### config.mk
export PLATFORM = sky130hd
export DESIGN_NAME = clock_counter_spi_ctrl
export DESIGN_NICKNAME = d
export VERILOG_FILES = /design/src/rtl/clock_tamer_pkg.sv /design/src/rtl/spi_phase_timer.sv /design/src/rtl/clock_counter_spi_ctrl.sv
export SDC_FILE = /design/constraint.sdc
export NUM_CORES = 1
export LEC_CHECK = 0
export CAP_MARGIN = 25
export CORE_MARGIN = 4
export CORE_UTILIZATION = 35
export DETAILED_ROUTE_END_ITERATION = 7
export PLACE_DENSITY = 0.55
export SETUP_SLACK_MARGIN = 0.05
export SLEW_MARGIN = 20
export SYNTH_ARGS = -nofsm -noshare
export SYNTH_HDL_FRONTEND = slang
export SYNTH_HIERARCHICAL = 1
export SYNTH_SLANG_ARGS = --single-unit
### constraint.sdc
create_clock -name clk -period 6 [get_ports clk]
set_clock_uncertainty 0.05 [all_clocks]
set_input_delay 1.2 -clock clk [delete_from_list [all_inputs] [get_ports clk]]
set_output_delay 1.2 -clock clk [all_outputs]
set_load 0.01 [all_outputs]
### src/rtl/clock_tamer_pkg.sv
// Shared definitions for the GPS clock counter SPI controller: field widths,
// control-bit values and the FSM encodings.
package clock_tamer_pkg;
    localparam int COUNTER_BITS_DEF = 27;
    localparam int COMPARE_BITS_DEF = 28;

    localparam logic CTL_READ   = 1'b1;
    localparam logic CTL_UPDATE = 1'b0;

    typedef enum logic [2:0] {
        ST_IDLE,
        ST_SETUP,
        ST_CLK_HI,
        ST_CLK_LO,
        ST_TERM
    } state_t;

    // TERM is three H-cycle phases: frame enable high, cleanup pulse high, pulse low.
    typedef enum logic [1:0] {
        TERM_SEN,
        TERM_HI,
        TERM_LO
    } term_ph_t;

    typedef enum logic [1:0] {
        FR_NONE,
        FR_READ,
        FR_UPDATE
    } frame_t;
endpackage

### src/rtl/spi_phase_timer.sv
// H-cycle down-counter shared by every timed FSM state; expire is high on the
// last cycle of a phase that began with start.
module spi_phase_timer #(
    parameter int HALF_PERIOD = 8
) (
    input  logic clk,
    input  logic start,
    output logic expire
);
    localparam int W = $clog2(HALF_PERIOD);
    localparam logic [W-1:0] LOAD = W'(HALF_PERIOD - 1);

    logic [W-1:0] cnt_q;

    always_ff @(posedge clk) begin
        if (start) begin
            cnt_q <= LOAD;
        end else if (cnt_q != '0) begin
            cnt_q <= cnt_q - 1'b1;
        end
    end

    assign expire = (cnt_q == '0);
endmodule

### src/rtl/clock_counter_spi_ctrl.sv
// Sequences periodic count reads and host compare-value updates onto the
// single SPI link of the CPLD GPS clock counter.
module clock_counter_spi_ctrl
    import clock_tamer_pkg::*;
#(
    parameter int COUNTER_BITS = COUNTER_BITS_DEF,
    parameter int COMPARE_BITS = COMPARE_BITS_DEF,
    parameter int HALF_PERIOD  = 8,
    parameter int POLL_CYCLES  = 1000000
) (
    input  logic                    clk,
    input  logic                    reset,
    input  logic                    poll_en,
    input  logic                    upd_req,
    input  logic [COMPARE_BITS-1:0] upd_value,
    output logic                    upd_ack,
    output logic                    rd_done,
    output logic                    rd_fresh,
    output logic [COUNTER_BITS-1:0] count_value,
    output logic                    busy,
    output logic                    spi_clk,
    output logic                    spi_sen,
    output logic                    spi_mosi,
    input  logic                    spi_miso
);
    localparam int RXW  = COUNTER_BITS + 1;
    localparam int TXW  = COMPARE_BITS + 1;
    localparam int MAXP = (RXW > TXW) ? RXW : TXW;
    localparam int BW   = $clog2(MAXP + 1);
    localparam int PW   = $clog2(POLL_CYCLES);

    localparam logic [BW-1:0]  RD_PULSES = BW'(RXW);
    localparam logic [BW-1:0]  UP_PULSES = BW'(TXW);
    localparam logic [PW-1:0]  POLL_LAST = PW'(POLL_CYCLES - 1);
    localparam logic [TXW-1:0] TX_READ   = {CTL_READ, {COMPARE_BITS{1'b0}}};

    state_t                  state_q, state_d;
    term_ph_t                ph_q, ph_d;
    frame_t                  frame_q, frame_d;
    logic [BW-1:0]           bit_q, bit_d;
    logic [TXW-1:0]          tx_q, tx_d;
    logic [RXW-1:0]          rx_q, rx_d;
    logic [PW-1:0]           poll_cnt_q, poll_cnt_d;
    logic                    poll_pend_q, poll_pend_d;
    logic                    fresh_q, fresh_d;
    logic [COUNTER_BITS-1:0] count_q, count_d;
    logic                    poll_hit, tmr_start, tmr_expire, last_term;
    logic [BW-1:0]           pulses_need;

    spi_phase_timer #(.HALF_PERIOD(HALF_PERIOD)) u_timer (
        .clk    (clk),
        .start  (tmr_start | reset),
        .expire (tmr_expire)
    );

    assign poll_hit    = poll_en && (poll_cnt_q == POLL_LAST);
    assign pulses_need = (frame_q == FR_READ) ? RD_PULSES : UP_PULSES;

    always_comb begin
        poll_cnt_d = '0;
        if (poll_en && !poll_hit) begin
            poll_cnt_d = poll_cnt_q + 1'b1;
        end
    end

    always_comb begin
        state_d     = state_q;
        ph_d        = ph_q;
        frame_d     = frame_q;
        bit_d       = bit_q;
        tx_d        = tx_q;
        rx_d        = rx_q;
        fresh_d     = fresh_q;
        count_d     = count_q;
        poll_pend_d = poll_pend_q | poll_hit;
        tmr_start   = 1'b0;
        last_term   = 1'b0;
        case (state_q)
            ST_IDLE: begin
                if (upd_req) begin
                    state_d   = ST_SETUP;
                    frame_d   = FR_UPDATE;
                    tx_d      = {CTL_UPDATE, upd_value};
                    bit_d     = '0;
                    tmr_start = 1'b1;
                end else if (poll_pend_q) begin
                    state_d     = ST_SETUP;
                    frame_d     = FR_READ;
                    tx_d        = TX_READ;
                    bit_d       = '0;
                    tmr_start   = 1'b1;
                    poll_pend_d = poll_hit;
                end
            end
            ST_SETUP: begin
                if (tmr_expire) begin
                    state_d   = ST_CLK_HI;
                    rx_d      = {rx_q[RXW-2:0], spi_miso};
                    tmr_start = 1'b1;
                end
            end
            ST_CLK_HI: begin
                if (tmr_expire) begin
                    state_d   = ST_CLK_LO;
                    tx_d      = {tx_q[TXW-2:0], 1'b0};
                    bit_d     = bit_q + 1'b1;
                    tmr_start = 1'b1;
                end
            end
            ST_CLK_LO: begin
                if (tmr_expire) begin
                    tmr_start = 1'b1;
                    if (bit_q == pulses_need) begin
                        state_d = ST_TERM;
                        ph_d    = TERM_SEN;
                        // Results are latched at frame end so they are stable through TERM.
                        if (frame_q == FR_READ) begin
                            fresh_d = rx_q[RXW-1];
                            if (rx_q[RXW-1]) begin
                                count_d = rx_q[COUNTER_BITS-1:0];
                            end
                        end
                    end else begin
                        state_d = ST_CLK_HI;
                        rx_d    = {rx_q[RXW-2:0], spi_miso};
                    end
                end
            end
            ST_TERM: begin
                if (tmr_expire) begin
                    tmr_start = 1'b1;
                    case (ph_q)
                        TERM_SEN: ph_d = TERM_HI;
                        TERM_HI:  ph_d = TERM_LO;
                        default: begin
                            state_d   = ST_IDLE;
                            ph_d      = TERM_SEN;
                            frame_d   = FR_NONE;
                            last_term = 1'b1;
                        end
                    endcase
                end
            end
            default: state_d = ST_TERM;
        endcase
    end

    // Reset forces the cleanup sequence so a frame aborted mid-transfer is closed.
    always_ff @(posedge clk) begin
        if (reset) begin
            state_q     <= ST_TERM;
            ph_q        <= TERM_SEN;
            frame_q     <= FR_NONE;
            bit_q       <= '0;
            tx_q        <= '0;
            poll_cnt_q  <= '0;
            poll_pend_q <= 1'b0;
            fresh_q     <= 1'b0;
            count_q     <= '0;
        end else begin
            state_q     <= state_d;
            ph_q        <= ph_d;
            frame_q     <= frame_d;
            bit_q       <= bit_d;
            tx_q        <= tx_d;
            poll_cnt_q  <= poll_cnt_d;
            poll_pend_q <= poll_pend_d;
            fresh_q     <= fresh_d;
            count_q     <= count_d;
        end
    end

    always_ff @(posedge clk) begin
        rx_q <= rx_d;
    end

    assign rd_done     = last_term && (frame_q == FR_READ) && !reset;
    assign upd_ack     = last_term && (frame_q == FR_UPDATE) && !reset;
    assign rd_fresh    = fresh_q;
    assign count_value = count_q;
    assign busy        = (state_q != ST_IDLE);
    assign spi_sen     = !((state_q == ST_SETUP) || (state_q == ST_CLK_HI) || (state_q == ST_CLK_LO));
    assign spi_clk     = (state_q == ST_CLK_HI) || ((state_q == ST_TERM) && (ph_q == TERM_HI));
    assign spi_mosi    = tx_q[TXW-1];
endmodule
# Yosys cells after proc, flatten, opt, wreduce, memory -nomap -nowiden
# Cells that the tools add are included.
# op_classes
add_sub_neg	3
eq_ne	17
mux	42
n_bitwise	3
n_reduce_logical	32
# ops
op	count
2-to-1 mux 29 bit	3
2-to-1 mux 28 bit	3
one-hot mux 29 bit (2 select lines)	1
one-hot mux 28 bit (2 select lines)	1
2-to-1 mux 3 bit	8
adder 20 x 1 -> 20 bit, second input constant	1
equality test 20 bit, second input constant	1
AND reduction 4 bit	4
2-to-1 mux 5 bit	3
one-hot mux 3 bit (5 select lines)	1
2-to-1 mux 2 bit	7
!= test 2 bit, second input constant	7
one-hot mux 2 bit (2 select lines)	3
2-to-1 mux 1 bit	10
one-hot mux 5 bit (2 select lines)	1
nonzero test 2 bit	4
logical AND 1 bit	7
equality test 3 x 2 -> 1 bit, second input constant	2
zero test 3 bit	2
AND reduction 6 bit	1
nonzero test 3 bit	2
adder 5 x 1 -> 5 bit, second input constant	1
equality test 5 bit	1
AND reduction 5 bit	1
15 further kinds	22
# totals
ff_bits	121
in_bits	33
word_cells	108

# Depth between registers and ports, before layout
# Gate-level depths: netlist of run 1.
# logic_depth
depth_word	7
depth_mapped	11
ltp_nobuf	8

# Modules after synthesis
# Netlist of run 1, hierarchy kept.
# by_module_without_submodules
mod	n_inst	cells_per_inst	area_each_um2	seq_area_each_um2
clock_counter_spi_ctrl	1	503	4712.0	2642.5
spi_phase_timer	1	17	165.2	60.1

# Least setup slack after synthesis of run 1
# No wires, ideal clock.
# synth_path
kind	input -> output
from	input port reset
to	output port rd_done
arrival_ns	1.984
t_required_ns	4.750
slack_ns	2.766
stages	3
n_path_buf	2
path_cell_list	clkbuf_1 -> clkbuf_1 -> nor4_1
# synth_between
elab_chain_len	2
# synth_rtl
item	line	text
from (decl)	clock_counter_spi_ctrl.sv:12	input logic reset,
zero test 1 bit	clock_counter_spi_ctrl.sv:177	assign rd_done = last_term && (frame_q == FR_READ) && !reset;
logical AND 1 bit	clock_counter_spi_ctrl.sv:177	
to (decl)	clock_counter_spi_ctrl.sv:17	output logic rd_done,
# No other way between the ends.

# Final worst setup path of run 1
# layout_path
from	register state_q[1]
to	output port spi_clk
# layout_between
elab_chain_len	3
elab_cells_between_ends	4
# layout_rtl
item	line	text
from (decl)	clock_counter_spi_ctrl.sv:37	state_t state_q, state_d;
from (signal assigned)	clock_counter_spi_ctrl.sv:161	state_q <= state_d;
equality test 3 bit	clock_counter_spi_ctrl.sv:183	assign spi_clk = (state_q == ST_CLK_HI) || ((state_q == ST_TERM) && (ph_q == TERM_HI));
logical AND 1 bit	clock_counter_spi_ctrl.sv:183	
logical OR 1 bit *	clock_counter_spi_ctrl.sv:183	
to (decl)	clock_counter_spi_ctrl.sv:21	output logic spi_clk,
# Every way passes the cells marked *; elsewhere a longest branch is shown, timed or not.

==> results of run 1 <==
## cell usage after synthesis, types with 2 or more instances
cell,instances,area share [%]
sky130_fd_sc_hd__nor3_1,4,0.41
sky130_fd_sc_hd__edfxtp_1,28,17
sky130_fd_sc_hd__nor4_1,3,0.38
sky130_fd_sc_hd__nor3b_1,2,0.31
sky130_fd_sc_hd__xnor2_1,5,0.90
sky130_fd_sc_hd__clkbuf_1,16,1.2
sky130_fd_sc_hd__ha_1,4,1.0
sky130_fd_sc_hd__buf_2,15,1.5
sky130_fd_sc_hd__nand2_1,104,8.0
sky130_fd_sc_hd__nand2b_1,3,0.38
sky130_fd_sc_hd__a211o_1,2,0.36
sky130_fd_sc_hd__xor2_1,18,3.2
sky130_fd_sc_hd__a21oi_1,35,3.6
sky130_fd_sc_hd__nand4_1,6,0.77
sky130_fd_sc_hd__a311oi_1,27,4.8
sky130_fd_sc_hd__and3_1,3,0.38
sky130_fd_sc_hd__buf_8,3,0.92
sky130_fd_sc_hd__nor2_1,69,5.3
sky130_fd_sc_hd__mux2i_1,4,0.82
sky130_fd_sc_hd__nor2b_1,4,0.51
sky130_fd_sc_hd__nand3_1,39,4.0
sky130_fd_sc_hd__nor4b_1,2,0.36
sky130_fd_sc_hd__o21ai_0,4,0.41
sky130_fd_sc_hd__dfxtp_1,93,38
sky130_fd_sc_hd__inv_1,6,0.46
## cell type report
| type | count | share of cell area, % |
|---|---|---|
| flip-flops and latches | 121 | 43.5 |
| multi-input cells | 358 | 31.8 |
| repair buffers | 71 | 11.2 |
| clock buffers | 23 | 7.54 |
| well taps | 176 | 3.55 |
| clock inverters | 9 | 1.96 |
| inverters | 7 | 0.423 |
## cell families (layout without fill, tap and decap cells)
family / after synthesis / after routing / synth area share [%]
DFF: 121 / 121 / 55.4
muxes: 4 / 4 / 0.821
xor gates and xnor gates: 23 / 23 / 4.13
buffers and inverters: 41 / 110 / 4.23
and+or+nand+nor: 250 / 250 / 23.2
adders and majority gates: 4 / 4 / 1.03
AOI/OAI and AO/OA: 77 / 77 / 11.2
## cells in the final DEF, fill, tap and decap left out, types with 4 or more instances in the layout
master                            count
sky130_fd_sc_hd__a21oi_1             35
sky130_fd_sc_hd__a311oi_1            27
sky130_fd_sc_hd__buf_4                5
sky130_fd_sc_hd__clkbuf_1             4
sky130_fd_sc_hd__clkbuf_16           17
sky130_fd_sc_hd__clkdlybuf4s50_1     65
sky130_fd_sc_hd__clkinv_2             4
sky130_fd_sc_hd__dfxtp_1             93
sky130_fd_sc_hd__edfxtp_1            28
sky130_fd_sc_hd__ha_1                 4
sky130_fd_sc_hd__inv_1                6
sky130_fd_sc_hd__mux2i_1              4
sky130_fd_sc_hd__nand2_1            104
sky130_fd_sc_hd__nand3_1             39
sky130_fd_sc_hd__nand4_1              6
sky130_fd_sc_hd__nor2_1              68
sky130_fd_sc_hd__nor2b_1              4
sky130_fd_sc_hd__nor3_1               4
sky130_fd_sc_hd__o21ai_0              4
sky130_fd_sc_hd__xnor2_1              5
sky130_fd_sc_hd__xor2_1              18
## per-stage QoR
step / hold WS (ps) / instance area (µm²) / total power, µW / worst slack [ps] / std cells
finish: 399 / 6210 / 1950 / 2330 / 765
floorplan: 376 / 4880 / 924 / 2770 / 520
global placement: 382 / 5620 / 956 / 2420 / 733
global route: 413 / 6210 / 2030 / 2110 / 765
detailed placement: 384 / 5620 / 959 / 2380 / 733
CTS: 399 / 6210 / 1970 / 2280 / 765
## worst max-delay path by stage
stage	cells after the start	start	slack, ps	end
2_1_floorplan	3	reset	2770	rd_done
3_3_place_gp	3	reset	2420	rd_done
3_5_place_dp	3	reset	2380	upd_ack
4_1_cts	4	state_q[2]$_SDFFE_PP1P_	2280	spi_clk
5_1_grt	4	state_q[2]$_SDFFE_PP1P_	2110	spi_clk
6_report	3	state_q[1]$_SDFFE_PP0P_	2330	spi_clk
## layer usage
metal | part of all wire, % | global-route usage [%]
met5 | 0 | 0
met3 | 4.1 | 4.11
met4 | 1.9 | 6.25
met1 | 47 | 16.2
met2 | 47 | 20.6
## flip-flops by register name, indices dropped and copies added, names as in the netlist
name	count
ph_q	2
count_value	27
poll_pend_q	1
bit_q	5
poll_cnt_q	20
tx_q	29
rd_fresh	1
state_q	3
frame_q	2
rx_q	28
u_timer/cnt_q	3
## power groups by stage
stage               Combinational [µW]  Clock [µW]  Sequential, µW
detailed placement                86.4           0             872
global route                      95.3        1070             858
finish                            85.3        1010             856
CTS                               86.5        1030             856
floorplan                         55.0           0             869
global placement                  84.4           0             872
==> metrics.txt, run 1 <==
# TYPE chip_impl_metric gauge
chip_impl_metric{name="netlist_area",unit="µm²"} 4880
chip_impl_metric{name="tmin_final",unit="ps"} 3670
chip_impl_metric{name="first_pass_grt_wire_length",unit="µm"} 16600
chip_impl_metric{name="die-height",unit="µm"} 126
chip_impl_metric{name="ys.warnings.count",unit=""} 6
chip_impl_metric{name="power.ir.vdd_worst",unit="mV"} 0.175
chip_impl_metric{name="synth.net_count",unit=""} 557
chip_impl_metric{name="die-area",unit="µm²"} 15900
chip_impl_info{name="hold_path_class",value="reg -> reg"} 1
chip_impl_metric{name="row_count",unit=""} 42
chip_impl_metric{name="combinationalPowerShare",unit="%"} 4.4
chip_impl_info{name="crit-reg2reg-capture",value="bit_q[3]$_SDFFE_PP0P_"} 1
chip_impl_metric{name="cts_max_path_buffers",unit=""} 2
chip_impl_metric{name="cts.sink_count",unit=""} 121
chip_impl_metric{name="crit_buf_inv",unit=""} 1
chip_impl_metric{name="timing.final.max_slew_violations",unit=""} 0
chip_impl_metric{name="worstMarginPinSlew",unit="ps"} 928
chip_impl_info{name="cell_at_the_slowest_stage_of_the_critical_path",value="sky130_fd_sc_hd__nand2_1"} 1
chip_impl_metric{name="postLayoutCoreUtil",unit="%"} 46.1
chip_impl_metric{name="setup_tns",unit="ps"} 0
chip_impl_metric{name="boundaryPins",unit=""} 67
chip_impl_metric{name="vias_in_the_first_global_route",unit=""} 3534
chip_impl_metric{name="max_stage_delay",unit="ps"} 650
chip_impl_metric{name="largest_net_degree_at_the_start_of_global_routing",unit=""} 60
chip_impl_metric{name="switchingPower",unit="µW"} 393
chip_impl_metric{name="p_seq_share",unit="%"} 43.9
chip_impl_metric{name="grt-ovfl-total",unit=""} 0
chip_impl_metric{name="gp_congestion",unit=""} 0.760
chip_impl_info{name="critical-path-top-cell-by-count",value="sky130_fd_sc_hd__nand2_1"} 1
chip_impl_metric{name="yosysUniqueCellTypes",unit=""} 46
chip_impl_metric{name="grt_antenna_before_repair",unit=""} 0
chip_impl_metric{name="multi_input_area",unit="µm²"} 1980
chip_impl_info{name="worstSetupEndpointType",value="output port"} 1
chip_impl_metric{name="power_switching_share",unit="%"} 20.2
chip_impl_info{name="critical_path.reg2reg.startpoint",value="u_timer/cnt_q[0]$_SDFFE_PP1P_"} 1
chip_impl_metric{name="worstPathArrival",unit="ps"} 2420
chip_impl_metric{name="synth-async-reset-ratio",unit="%"} 0
chip_impl_metric{name="route.antenna.remaining_nets",unit=""} 0
chip_impl_metric{name="timing.max_slew.rel_slack",unit="%"} 38.0
chip_impl_info{name="path_delay_family",value="simple AND/OR/NAND/NOR gates"} 1
chip_impl_metric{name="cts_resized",unit=""} 0
chip_impl_info{name="hold_path_end",value="rx_q[19]$_DFFE_PP_"} 1
chip_impl_metric{name="h_tree_levels",unit=""} 4
chip_impl_metric{name="hold_depth",unit=""} 0
chip_impl_metric{name="coreArea",unit="µm²"} 13500
chip_impl_metric{name="number_of_setup_violations_in_the_final_report",unit=""} 0
chip_impl_metric{name="dr.first_iter.drc_count",unit=""} 272
chip_impl_metric{name="cp.required",unit="ps"} 4750
chip_impl_metric{name="layout.area.seq",unit="µm²"} 2700
chip_impl_metric{name="synth_area_per_cell",unit="µm²"} 9.38
chip_impl_metric{name="p_per_area",unit="nW/µm²"} 314
chip_impl_metric{name="post_synth_inst_count",unit=""} 520
chip_impl_metric{name="drc",unit=""} 0
chip_impl_metric{name="detail_route.first_pass.iterations",unit=""} 4
chip_impl_info{name="cp_cell_sequence",value="nand2_1, nand2_1, clkdlybuf4s50_1"} 1
chip_impl_info{name="start_kind",value="flop"} 1
chip_impl_metric{name="cts-buffers-inserted",unit=""} 17
chip_impl_info{name="critPathKind",value="reg -> out"} 1
chip_impl_metric{name="synth_enable_flop_cells",unit=""} 28
chip_impl_metric{name="ff2ff_path_depth",unit=""} 9
chip_impl_metric{name="reported_leakage_power",unit="µW"} 0.00203
chip_impl_metric{name="clk_latency",unit="ps"} 410
chip_impl_metric{name="drive_above_1_share",unit="%"} 7.98
chip_impl_metric{name="worst-path-max-fanout",unit=""} 28
chip_impl_metric{name="hold_violations",unit=""} 0
chip_impl_metric{name="postCtsSetupRepairBufs",unit=""} 0
chip_impl_metric{name="max_cap_viol_count",unit=""} 0
chip_impl_metric{name="global_route.usage.total",unit="%"} 13.0
chip_impl_metric{name="die_width",unit="µm"} 126
chip_impl_info{name="run_status",value="finished, final reports clean"} 1
chip_impl_metric{name="n_antenna_cell",unit=""} 0
chip_impl_info{name="synthFlopType",value="sky130_fd_sc_hd__dfxtp_1"} 1
chip_impl_info{name="rsz0062_at_grt",value="false"} 1
chip_impl_metric{name="ys_ff_latch",unit=""} 121
chip_impl_metric{name="cts-hold-fix-buffers",unit=""} 0
chip_impl_metric{name="post-route-period-util",unit="%"} 61.1
chip_impl_metric{name="part_of_the_total_power_dissipated_in_the_clock_network",unit="%"} 51.7
chip_impl_info{name="timing.hold.worst.start",value="rx_q[18]$_DFFE_PP_"} 1
chip_impl_metric{name="sum_of_net_half_perimeters_after_detailed_placement",unit="µm"} 6460
chip_impl_metric{name="timing.fmax",unit="MHz"} 273
chip_impl_metric{name="internal_power",unit="µW"} 1560
chip_impl_metric{name="num-fill-cells",unit=""} 1307
chip_impl_metric{name="average_detailed_routed_wire_length_per_instance",unit="µm"} 13.0
chip_impl_metric{name="routed_via_density",unit=""} 4.85
chip_impl_metric{name="floorplan.initialDensity",unit="%"} 36.3
chip_impl_metric{name="final_nets",unit=""} 613
chip_impl_metric{name="setup_slack_reg_to_reg",unit="ps"} 3540
chip_impl_metric{name="port_buffers",unit=""} 66
chip_impl_metric{name="clk_transition_reported_paths",unit="ps"} 50
chip_impl_info{name="tritoncts",value="done"} 1
chip_impl_metric{name="area.growth.synth_to_final",unit="%"} 27.3
chip_impl_metric{name="synth_seq_area_share",unit="%"} 55.4
chip_impl_metric{name="wl",unit="µm"} 9960
chip_impl_info{name="clk_root_buffer_cell",value="sky130_fd_sc_hd__clkbuf_16"} 1
chip_impl_metric{name="via_count",unit=""} 3707
Note: power is estimated with default switching activity, not from simulation.
==> inputs of run 2 (changes only) <==
- PLACE_DENSITY: 0.55 -> 0.57
- clock period: 6 -> 3 ns (I/O delays scaled with it)
==> metrics.txt, run 2 (synthesized netlist as in run 1, its figures left out) <==
# TYPE chip_impl_metric gauge
chip_impl_metric{name="final_nets",unit=""} 618
chip_impl_metric{name="cts-hold-fix-buffers",unit=""} 0
chip_impl_metric{name="max_cap_viol_count",unit=""} 0
chip_impl_metric{name="average_detailed_routed_wire_length_per_instance",unit="µm"} 13.1
chip_impl_info{name="start_kind",value="flop"} 1
chip_impl_metric{name="wl",unit="µm"} 10100
chip_impl_metric{name="sum_of_net_half_perimeters_after_detailed_placement",unit="µm"} 6550
chip_impl_metric{name="die_width",unit="µm"} 126
chip_impl_metric{name="routed_via_density",unit=""} 4.87
chip_impl_info{name="top_register",value="tx_q"} 1
chip_impl_info{name="run_status",value="finished, final reports clean"} 1
chip_impl_info{name="layout.cells.most_common_list",value="104 x sky130_fd_sc_hd__nand2_1, 93 x sky130_fd_sc_hd__dfxtp_1, 67 x sky130_fd_sc_hd__nor2_1"} 1
chip_impl_metric{name="die-height",unit="µm"} 126
chip_impl_info{name="rsz0062_at_grt",value="false"} 1
chip_impl_metric{name="port_buffers",unit=""} 66
chip_impl_info{name="clk_root_buffer_cell",value="sky130_fd_sc_hd__clkbuf_16"} 1
chip_impl_metric{name="drc",unit=""} 0
chip_impl_metric{name="timing.fmax",unit="MHz"} 360
chip_impl_metric{name="timing.final.max_slew_violations",unit=""} 0
chip_impl_metric{name="first_pass_grt_wire_length",unit="µm"} 17300
chip_impl_metric{name="p_per_area",unit="nW/µm²"} 628
chip_impl_info{name="cp_cell_sequence",value="inv_1, ha_1, nor2b_4, nand2_1, nor4_2, clkdlybuf4s50_1"} 1
chip_impl_info{name="timing.hold.worst.start",value="rx_q[10]$_DFFE_PP_"} 1
chip_impl_metric{name="route.antenna.remaining_nets",unit=""} 0
chip_impl_metric{name="largest_reg_flops",unit=""} 29
chip_impl_metric{name="clk_latency",unit="ps"} 410
chip_impl_metric{name="gp_congestion",unit=""} 0.765
chip_impl_metric{name="worst_hold_slack",unit="ps"} 397
chip_impl_info{name="critical_path.reg2reg.startpoint",value="u_timer/cnt_q[0]$_SDFFE_PP1P_"} 1
chip_impl_info{name="critPathKind",value="reg -> out"} 1
chip_impl_metric{name="layout.area.seq",unit="µm²"} 2700
chip_impl_metric{name="ff2ff_path_depth",unit=""} 10
chip_impl_metric{name="drive_above_1_share",unit="%"} 8.92
chip_impl_metric{name="cts_max_path_buffers",unit=""} 2
chip_impl_metric{name="cts.sink_count",unit=""} 121
chip_impl_metric{name="worstPathArrival",unit="ps"} 2130
chip_impl_metric{name="detail_route.first_pass.iterations",unit=""} 4
chip_impl_metric{name="cts-buffers-inserted",unit=""} 17
chip_impl_metric{name="multi_input_area",unit="µm²"} 2000
chip_impl_info{name="tritoncts",value="done"} 1
chip_impl_metric{name="hold_violations",unit=""} 0
chip_impl_metric{name="grt_antenna_before_repair",unit=""} 0
chip_impl_metric{name="floorplan.initialDensity",unit="%"} 36.3
chip_impl_metric{name="die-area",unit="µm²"} 15900
chip_impl_metric{name="worst-path-max-fanout",unit=""} 3
chip_impl_metric{name="dr.first_iter.drc_count",unit=""} 276
chip_impl_metric{name="crit_buf_inv",unit=""} 2
chip_impl_metric{name="area.growth.synth_to_final",unit="%"} 28.8
chip_impl_metric{name="hold_depth",unit=""} 0
chip_impl_metric{name="layout.cell_area.non_filler",unit="µm²"} 6280
chip_impl_metric{name="power.ir.vdd_worst",unit="mV"} 0.430
chip_impl_metric{name="timing.max_slew.rel_slack",unit="%"} 48.9
chip_impl_info{name="final_common_cell",value="sky130_fd_sc_hd__nand2_1"} 1
chip_impl_info{name="path_delay_family",value="buffers and inverters"} 1
chip_impl_info{name="hold_path_class",value="reg -> reg"} 1
chip_impl_metric{name="row_count",unit=""} 42
chip_impl_metric{name="num-fill-cells",unit=""} 1318
chip_impl_metric{name="h_tree_levels",unit=""} 4
chip_impl_metric{name="largest_net_degree_at_the_start_of_global_routing",unit=""} 66
chip_impl_info{name="cell_at_the_slowest_stage_of_the_critical_path",value="sky130_fd_sc_hd__clkdlybuf4s50_1"} 1
chip_impl_metric{name="clk_transition_reported_paths",unit="ps"} 50
chip_impl_metric{name="post-route-period-util",unit="%"} 92.6
chip_impl_metric{name="tmin_final",unit="ps"} 2780
chip_impl_metric{name="vias_in_the_first_global_route",unit=""} 3743
chip_impl_metric{name="boundaryPins",unit=""} 67
chip_impl_metric{name="reported_leakage_power",unit="µW"} 0.00206
chip_impl_metric{name="grt-ovfl-total",unit=""} 0
chip_impl_metric{name="via_count",unit=""} 3747
chip_impl_metric{name="setup_tns",unit="ps"} 0
chip_impl_metric{name="worstMarginPinSlew",unit="ps"} 757
chip_impl_metric{name="max_stage_delay",unit="ps"} 590
chip_impl_metric{name="placed_standard_cell_area",unit="µm²"} 5660
chip_impl_metric{name="global_route.usage.total",unit="%"} 13.3
chip_impl_metric{name="cp_num_cells",unit=""} 6
chip_impl_metric{name="n_antenna_cell",unit=""} 0
chip_impl_info{name="setup.worst_path.start",value="u_timer/cnt_q[0]$_SDFFE_PP1P_"} 1
chip_impl_metric{name="cp.required",unit="ps"} 2350
chip_impl_metric{name="coreArea",unit="µm²"} 13500
chip_impl_info{name="worstSetupEndpointType",value="output port"} 1
chip_impl_metric{name="number_of_setup_violations_in_the_final_report",unit=""} 0
-- run 2: per-layer routing --
metal	track usage [%]	part of all wire (%)	wire [µm]	vias up
met5	0	0	0	-
met4	6.06	1.9	192	0
met3	3.94	4.0	399	16
met2	21.1	46	4640	62
met1	16.6	48	4860	1746
li1	-	-	-	1923
-- run 2: layout make-up --
type / instances / area share (%)
clock buffers: 22 / 7.07
clock inverters: 10 / 2.39
inverters: 7 / 0.418
multi-input cells: 358 / 31.8
flip-flops and latches: 121 / 43.0
well taps: 176 / 3.51
repair buffers: 76 / 11.8
-- run 2: metrics by stage --
stage | power (µW) | std cells | worst slack, ps | util, %
floorplan | 1850 | 520 | 306 | -
global placement | 1920 | 737 | 401 | 42.1
detailed placement | 1920 | 737 | 329 | 42.1
CTS | 4000 | 770 | 135 | 46.7
global route | 4090 | 770 | 78.4 | 46.7
finish | 3950 | 770 | 221 | 46.7
-- run 2: path summary, 6_finish.rpt --
kind / end / slack [ps]
hold reg to reg: rx_q[11]$_DFFE_PP_ / 400
hold / removal: rx_q[11]$_DFFE_PP_ / 400
setup reg to reg: bit_q[4]$_SDFFE_PP0P_ / 770
setup / recovery: upd_ack / 220
-- run 2: what timing repair did --
item,in CTS,in global routing
buffers inserted,1,0
resized for setup,3,1
endpoints found under the setup margin,2,1
-- run 2: power breakdown --
part | internal [µW] | switching [µW] | total, µW | leakage [µW]
sequential | 1690 | 15.8 | 1710 | 0.00100
clock | 1380 | 680 | 2060 | 0.000287
combinational | 88.7 | 93.3 | 182 | 0.000773
-- run 2: worst reg2reg max path: stages (launching register included) --
cell                        delay, ps
sky130_fd_sc_hd__dfxtp_1          310
sky130_fd_sc_hd__inv_1             80
sky130_fd_sc_hd__ha_1             180
sky130_fd_sc_hd__nor2b_4          170
sky130_fd_sc_hd__buf_4            190
sky130_fd_sc_hd__inv_2             70
sky130_fd_sc_hd__a2111oi_4        390
sky130_fd_sc_hd__buf_12           290
sky130_fd_sc_hd__nand4_1          160
sky130_fd_sc_hd__xor2_1           160
sky130_fd_sc_hd__nor2_1            50
